### src/rtl/level_loader_if.sv
// Control and brick-memory bundle for level_loader. The master side (the requester) drives
// start/abort/modes. The slave side (the loader) drives status, draw requests and the write port.
interface level_loader_if;
  logic       start;
  logic       abort;
  logic [1:0] level;
  logic       clear;
  logic       skip_empty;
  logic       busy;
  logic       draw;
  logic       we;
  logic [9:0] addr;
  logic [9:0] x_out;
  logic [9:0] y_out;
  logic [1:0] health;
  logic       done;

  modport master (
    output start, abort, level, clear, skip_empty,
    input  busy, draw, we, addr, x_out, y_out, health, done
  );

  modport slave (
    input  start, abort, level, clear, skip_empty,
    output busy, draw, we, addr, x_out, y_out, health, done
  );
endinterface

### src/rtl/level_loader.sv
// Walks every brick slot. For each slot it looks up the health for the latched level,
// derives the screen origin with incremental adders, requests a draw, waits, and writes it.
module level_loader #(
  parameter int BRICK_NUM  = 40,
  parameter int COLS       = 10,
  parameter int BRICK_W    = 32,
  parameter int BRICK_H    = 16,
  parameter int X_ORG      = 16,
  parameter int Y_ORG      = 8,
  parameter int DRAW_DELAY = 4
) (
  input logic           clk,
  input logic           resetn,
  level_loader_if.slave bus
);
  localparam logic [9:0]  LAST_SLOT = 10'(BRICK_NUM - 1);
  localparam logic [9:0]  LAST_COL  = 10'(COLS - 1);
  localparam logic [9:0]  PITCH_X   = 10'(BRICK_W);
  localparam logic [9:0]  PITCH_Y   = 10'(BRICK_H);
  localparam logic [9:0]  ORG_X     = 10'(X_ORG);
  localparam logic [9:0]  ORG_Y     = 10'(Y_ORG);
  localparam logic [19:0] DLY       = 20'(DRAW_DELAY);

  typedef enum logic [2:0] {S_IDLE, S_PREP, S_WAIT, S_WRITE, S_DONE} state_t;

  state_t      state_q, state_d;
  logic [1:0]  lvl_q, lvl_d;
  logic        clr_q, clr_d;
  logic        skp_q, skp_d;
  logic [9:0]  addr_q, addr_d;
  logic [9:0]  col_q, col_d;
  logic [9:0]  row_q, row_d;
  logic [9:0]  x_q, x_d;
  logic [9:0]  y_q, y_d;
  logic [1:0]  health_q, health_d;
  logic [19:0] cnt_q, cnt_d;
  logic        busy_q, busy_d;
  logic        draw_q, draw_d;
  logic        we_q, we_d;
  logic        done_q, done_d;
  logic        enter_prep;

  // Built-in level table. Only the parity of the column matters (level 1 checkerboard).
  function automatic logic [1:0] lvl_health(input logic [1:0] lv, input logic clr,
                                            input logic [9:0] r, input logic c0);
    logic [1:0] h;
    h = 2'd0;
    if (!clr) begin
      case (lv)
        2'd0:    h = (r == 10'd0) ? 2'd3 : (r == 10'd1) ? 2'd2 : (r == 10'd2) ? 2'd1 : 2'd0;
        2'd1:    h = (r < 10'd4) ? ((r[0] ^ c0) ? 2'd2 : 2'd1) : 2'd0;
        2'd2:    h = 2'd1;
        default: h = 2'd3;
      endcase
    end
    return h;
  endfunction

  always_comb begin
    state_d    = state_q;
    lvl_d      = lvl_q;
    clr_d      = clr_q;
    skp_d      = skp_q;
    addr_d     = addr_q;
    col_d      = col_q;
    row_d      = row_q;
    x_d        = x_q;
    y_d        = y_q;
    health_d   = health_q;
    cnt_d      = cnt_q;
    busy_d     = 1'b0;
    draw_d     = 1'b0;
    we_d       = 1'b0;
    done_d     = 1'b0;
    enter_prep = 1'b0;

    // Abort beats everything, including a start in IDLE. Slot outputs keep their values.
    if (bus.abort) begin
      state_d = S_IDLE;
    end else begin
      case (state_q)
        S_IDLE: if (bus.start) begin
          lvl_d      = bus.level;
          clr_d      = bus.clear;
          skp_d      = bus.skip_empty;
          addr_d     = '0;
          col_d      = '0;
          row_d      = '0;
          x_d        = ORG_X;
          y_d        = ORG_Y;
          enter_prep = 1'b1;
        end
        S_PREP: begin
          busy_d = 1'b1;
          if (DRAW_DELAY > 0 && !(skp_q && health_q == 2'd0)) begin
            state_d = S_WAIT;
          end else begin
            state_d = S_WRITE;
            we_d    = 1'b1;
          end
        end
        S_WAIT: begin
          busy_d = 1'b1;
          cnt_d  = cnt_q + 20'd1;
          if (cnt_d == DLY) begin
            state_d = S_WRITE;
            we_d    = 1'b1;
          end
        end
        S_WRITE: begin
          if (addr_q == LAST_SLOT) begin
            state_d = S_DONE;
            done_d  = 1'b1;
          end else begin
            addr_d     = addr_q + 10'd1;
            enter_prep = 1'b1;
            if (col_q == LAST_COL) begin
              col_d = '0;
              row_d = row_q + 10'd1;
              x_d   = ORG_X;
              y_d   = y_q + PITCH_Y;
            end else begin
              col_d = col_q + 10'd1;
              x_d   = x_q + PITCH_X;
            end
          end
        end
        S_DONE:  state_d = S_IDLE;
        default: state_d = S_IDLE;
      endcase

      if (enter_prep) begin
        state_d  = S_PREP;
        cnt_d    = '0;
        busy_d   = 1'b1;
        health_d = lvl_health(lvl_d, clr_d, row_d, col_d[0]);
        draw_d   = !(skp_d && health_d == 2'd0);
      end
    end
  end

  always_ff @(posedge clk) begin
    if (!resetn) begin
      state_q  <= S_IDLE;
      lvl_q    <= '0;
      clr_q    <= 1'b0;
      skp_q    <= 1'b0;
      addr_q   <= '0;
      col_q    <= '0;
      row_q    <= '0;
      x_q      <= '0;
      y_q      <= '0;
      health_q <= '0;
      cnt_q    <= '0;
      busy_q   <= 1'b0;
      draw_q   <= 1'b0;
      we_q     <= 1'b0;
      done_q   <= 1'b0;
    end else begin
      state_q  <= state_d;
      lvl_q    <= lvl_d;
      clr_q    <= clr_d;
      skp_q    <= skp_d;
      addr_q   <= addr_d;
      col_q    <= col_d;
      row_q    <= row_d;
      x_q      <= x_d;
      y_q      <= y_d;
      health_q <= health_d;
      cnt_q    <= cnt_d;
      busy_q   <= busy_d;
      draw_q   <= draw_d;
      we_q     <= we_d;
      done_q   <= done_d;
    end
  end

  assign bus.busy   = busy_q;
  assign bus.draw   = draw_q;
  assign bus.we     = we_q;
  assign bus.addr   = addr_q;
  assign bus.x_out  = x_q;
  assign bus.y_out  = y_q;
  assign bus.health = health_q;
  assign bus.done   = done_q;
endmodule

### src/flat_wrapper.sv
// flat-port wrapper written by rule: the top's interface ports become plain ports
module level_loader_flat 
#(
  parameter int BRICK_NUM  = 40,
  parameter int COLS       = 10,
  parameter int BRICK_W    = 32,
  parameter int BRICK_H    = 16,
  parameter int X_ORG      = 16,
  parameter int Y_ORG      = 8,
  parameter int DRAW_DELAY = 4
)
  (clk, resetn, bus_start, bus_abort, bus_level, bus_clear, bus_skip_empty, bus_busy, bus_draw, bus_we, bus_addr, bus_x_out, bus_y_out, bus_health, bus_done);
  level_loader_if bus_i ();
  input logic clk;
  input logic resetn;
  input wire logic [$bits(bus_i.start)-1:0] bus_start;
  input wire logic [$bits(bus_i.abort)-1:0] bus_abort;
  input wire logic [$bits(bus_i.level)-1:0] bus_level;
  input wire logic [$bits(bus_i.clear)-1:0] bus_clear;
  input wire logic [$bits(bus_i.skip_empty)-1:0] bus_skip_empty;
  output wire logic [$bits(bus_i.busy)-1:0] bus_busy;
  output wire logic [$bits(bus_i.draw)-1:0] bus_draw;
  output wire logic [$bits(bus_i.we)-1:0] bus_we;
  output wire logic [$bits(bus_i.addr)-1:0] bus_addr;
  output wire logic [$bits(bus_i.x_out)-1:0] bus_x_out;
  output wire logic [$bits(bus_i.y_out)-1:0] bus_y_out;
  output wire logic [$bits(bus_i.health)-1:0] bus_health;
  output wire logic [$bits(bus_i.done)-1:0] bus_done;
  assign bus_i.start = bus_start;
  assign bus_i.abort = bus_abort;
  assign bus_i.level = bus_level;
  assign bus_i.clear = bus_clear;
  assign bus_i.skip_empty = bus_skip_empty;
  assign bus_busy = bus_i.busy;
  assign bus_draw = bus_i.draw;
  assign bus_we = bus_i.we;
  assign bus_addr = bus_i.addr;
  assign bus_x_out = bus_i.x_out;
  assign bus_y_out = bus_i.y_out;
  assign bus_health = bus_i.health;
  assign bus_done = bus_i.done;
  level_loader #(.BRICK_NUM(BRICK_NUM), .COLS(COLS), .BRICK_W(BRICK_W), .BRICK_H(BRICK_H), .X_ORG(X_ORG), .Y_ORG(Y_ORG), .DRAW_DELAY(DRAW_DELAY)) u_core (.clk(clk), .resetn(resetn), .bus(bus_i));
endmodule
### config.mk
export PLATFORM = sky130hd
export DESIGN_NAME = level_loader_flat
export DESIGN_NICKNAME = d
export VERILOG_FILES = /design/src/rtl/level_loader_if.sv /design/src/rtl/level_loader.sv /design/src/flat_wrapper.sv
export SDC_FILE = /design/constraint.sdc
export NUM_CORES = 1
export LEC_CHECK = 0
export BUFFER_PORTS_ARGS = -buffer_cell sky130_fd_sc_hd__buf_4
export CAP_MARGIN = 30
export CORE_UTILIZATION = 45
export CTS_CLUSTER_DIAMETER = 120
export CTS_CLUSTER_SIZE = 14
export DETAILED_ROUTE_END_ITERATION = 12
export PLACE_DENSITY = 0.68
export SYNTH_ARGS = -nofsm -noshare
export SYNTH_HDL_FRONTEND = slang
export SYNTH_SLANG_ARGS = --single-unit
### constraint.sdc
create_clock -name clk -period 4.31 [get_ports clk]
set_input_delay 0.862 -clock clk [delete_from_list [all_inputs] [get_ports clk]]
set_output_delay 0.862 -clock clk [all_outputs]
set_load 0.05 [all_outputs]
==> summary.md <==
| Metric | Value |
|---|---|
| Initial DRC Count | 252 |
| TritonCTS clock tree | built |
| Routed wire length | 10.2 mm |
| Worst Setup EP | u_core.cnt_q[6] |
| CTS root buffer | clkbuf_8 |
| Antenna-violating nets left | 0 |
| Worst Tran Pin Value | 0.814 ns |
| Crit-path max cell delay | 0.72 ns |
| Critical Path End Type | flip-flop |
| Most common cell in the netlist | dfxtp_1 |
| Synth cell count leaders | dfxtp_1 (76), nor2_1 (71), nand2_1 (59), a21oi_1 (53), o21ai_0 (33) |
| IO buf count | 36 |
| CP startpoint | u_core.bus.addr[0] |
| RD Place Congestion | 0.911 |
| Final setup viols | 0 |
| Die width | 99.7 um |
| Worst Path Max Fanout | 19 |
| Drt pass-1 iters | 7 |
| Reg2Reg Setup Slack | 1.08 ns |
| Finished layout cell area | 4820 um^2 |
| Pwr Density | 296 nW/um^2 |
| Distinct cells, synth | 69 |
| Initial Util | 46.5% |
| Register clock-pin slew on the reported worst setup and hold paths | 0.08 ns |
| Relative slew slack | 45.6% |
| Setup TNS | 0 ns |
| H-tree depth | 3 |
| F_max | 0.309 GHz |
| Post-CTS Setup Inserts | 0 |
| Residual DRC count | 0 |
| CTS Buf Count | 9 |
| Pin count of the biggest net entering global routing | 45 |
| DR vias | 4003 |
| Synth Instances | 552 |
| Placement Cell Area | 4620 um^2 |
| Fillers | 898 |
| Async SR Flop Fraction | 0% |
| Top area cells in the synthesized netlist | dfxtp_1 (35%), nor2_1 (6.2%), a21oi_1 (6.2%) |
| Pleak | 0.00177 uW |
| Vias per inst | 5.65 |
| Share of post-route cells with drive strength above 1 | 13.1% |
| Yosys warns | 0 |
| Number of flops mapped to enable cells by yosys | 0 |
| Post-detail-place hpwl | 6.98 mm |
| Avg WL per Cell | 14.3 um |
| Max cap viols | 0 |
| Die height | 99.7 um |
| Dpl ws | 1.10 ns |
| Run status | completed |
| Layout net count | 591 |
| Worst setup SP type | flip-flop |
| Total global-route track usage | 21.0% |
| Final critical-path required period | 3.23 ns |
| Slew Limit Fails | 0 |
| Critical path cell sequence | ha_1, nor4b_2, a31o_2, a31oi_2, nand2_1, or3_1, a21oi_1 |
| Slowest cell on the critical path | a31oi_2 |
| Seq/Total Area, Yosys | 35.4% |
| Vias in the first global route | 3434 |
| Total I/O pin count | 44 |
| Total power | 1430 uW |
| Fin. Hold Viols | 0 |
| Synthesized flop and latch total | 76 |
| R2R Path End | u_core.cnt_q[6] |
| Maximum VDD drop | 0.174 mV |
| Clk buf depth | 2 |
| Yosys top cell area share | 35.4% |
| RSZ-0062 raised after global routing | no |
| P&R area growth vs syn | 12.2% |
| Post-cts resize count | 0 |
| Crit share post-route | 75.1% |
| First-pass GRT wire length | 16.8 mm |
| Sink Count | 76 |
| Yosys top cell by area | dfxtp_1 |
| CTS Hold Buffers Added | 0 |
| Initial antenna violation count | 0 |
| Netlist Area Pre-Place | 4300 um^2 |
| Final setup margin | 1.08 ns |
| Antenna cells | 0 |
| Setup Skew | 0.0159 ns |
| Arr. time, crit path | 3.52 ns |
| Core area | 9240 um^2 |
| Most frequently used flop master after synthesis | dfxtp_1 |
| GRT overflow | 0 |
| Clk_lat worst skew | 0.36 ns |
| R2R depth | 7 |
| Critical R2R Launch | u_core.bus.addr[0] |
| Critical path type | reg2reg |
| Row cnt | 35 |
| Worst min-delay path class | reg2reg |
| Syn_area_per_cell | 7.79 um^2 |
| WP data required | 4.60 ns |
| DIE AREA | 9950 um^2 |
[layout make-up]
cell class              count  area, um^2  area share [%]
inverters                   9        33.8           0.701
multi-input cells         438        2600            53.9
well taps                 129         161            3.35
clock inverters             4        48.8            1.01
repair buffers             41         308            6.38
flip-flops and latches     76        1520            31.6
clock buffers              11         151            3.14
[stage by stage]
stage,instances,util [%],hold slack (ns)
2_1_floorplan,558,-,0.453
3_3_place_gp,693,50.0,0.459
3_5_place_dp,693,50.0,0.466
4_1_cts,708,52.2,0.484
5_1_grt,708,52.2,0.516
6_report,708,52.2,0.480
[sequential cells by signal, summed over array words and instances (netlist names), 2 cells and up]
register	cells
u_core.col_q	10
u_core.bus.addr	10
u_core.cnt_q	20
u_core.state_q	3
u_core.lvl_q	2
u_core.bus.y_out	7
u_core.bus.health	2
u_core.row_q	10
u_core.bus.x_out	6
[metal layers]
metal / GRT usage [%] / vias up / share of wire [%]
met1: 29.3 / 1875 / 49
met3: 4.15 / 10 / 4.3
li1: - / 2009 / -
met4: 8.14 / 0 / 1.4
met5: 0 / - / 0
met2: 31.8 / 109 / 45
[cells by family (layout without fill, tap and decap cells)]
family	count (synthesis)	after routing	synth area share, %
AND/OR/NAND/NOR	261	261	31.6
AO/OA/AOI/OAI	124	124	17.8
flip-flops	76	76	35.4
buffers and inverters	44	65	4.83
XOR/XNOR	32	32	6.52
adder cells (fa/ha/maj)	8	8	2.33
multiplexers	6	6	1.43
other	1	7	0.0873
[placed cells by master (no fill, tap or decap), types with 11 or more instances in the layout]
cell | Yosys | layout
dfxtp_1 | 76 | 76
nor2_1 | 71 | 71
nand2_1 | 59 | 59
a21oi_1 | 53 | 53
buf_4 | 10 | 41
o21ai_0 | 33 | 33
nand3_1 | 29 | 29
xor2_1 | 22 | 22
nand4_1 | 20 | 20
nor3_1 | 19 | 19
clkbuf_8 | 0 | 11
[worst min path at each step]
stage	start	end	slack, ns	depth (start not counted)
after global placement	u_core.bus.x_out[4]	u_core.bus.x_out[4]	0.46	2
after detailed placement	u_core.bus.x_out[4]	u_core.bus.x_out[4]	0.47	2
after floorplan	u_core.lvl_q[0]	u_core.lvl_q[0]	0.45	2
after global routing	u_core.bus.x_out[4]	u_core.bus.x_out[4]	0.52	2
after CTS	u_core.bus.x_out[4]	u_core.bus.x_out[4]	0.48	2
final	u_core.bus.x_out[4]	u_core.bus.x_out[4]	0.48	2
[power by group]
group	internal (uW)	total, uW	leakage, uW	switching [uW]
registers	711	720	0.000614	8.94
clock network	295	561	0.000105	266
logic	39.5	147	0.00105	108
total	1050	1430	0.00177	382
[worst max-delay path: cells and delay by family, from the launching register on]
kind / cells / cell delay (ns)
AO/OA/AOI/OAI: 3 / 1.23
adder cells (fa/ha/maj): 1 / 0.26
flip-flops: 1 / 0.35
AND/OR/NAND/NOR: 3 / 1.31
Power figures use the tool's default switching activity.
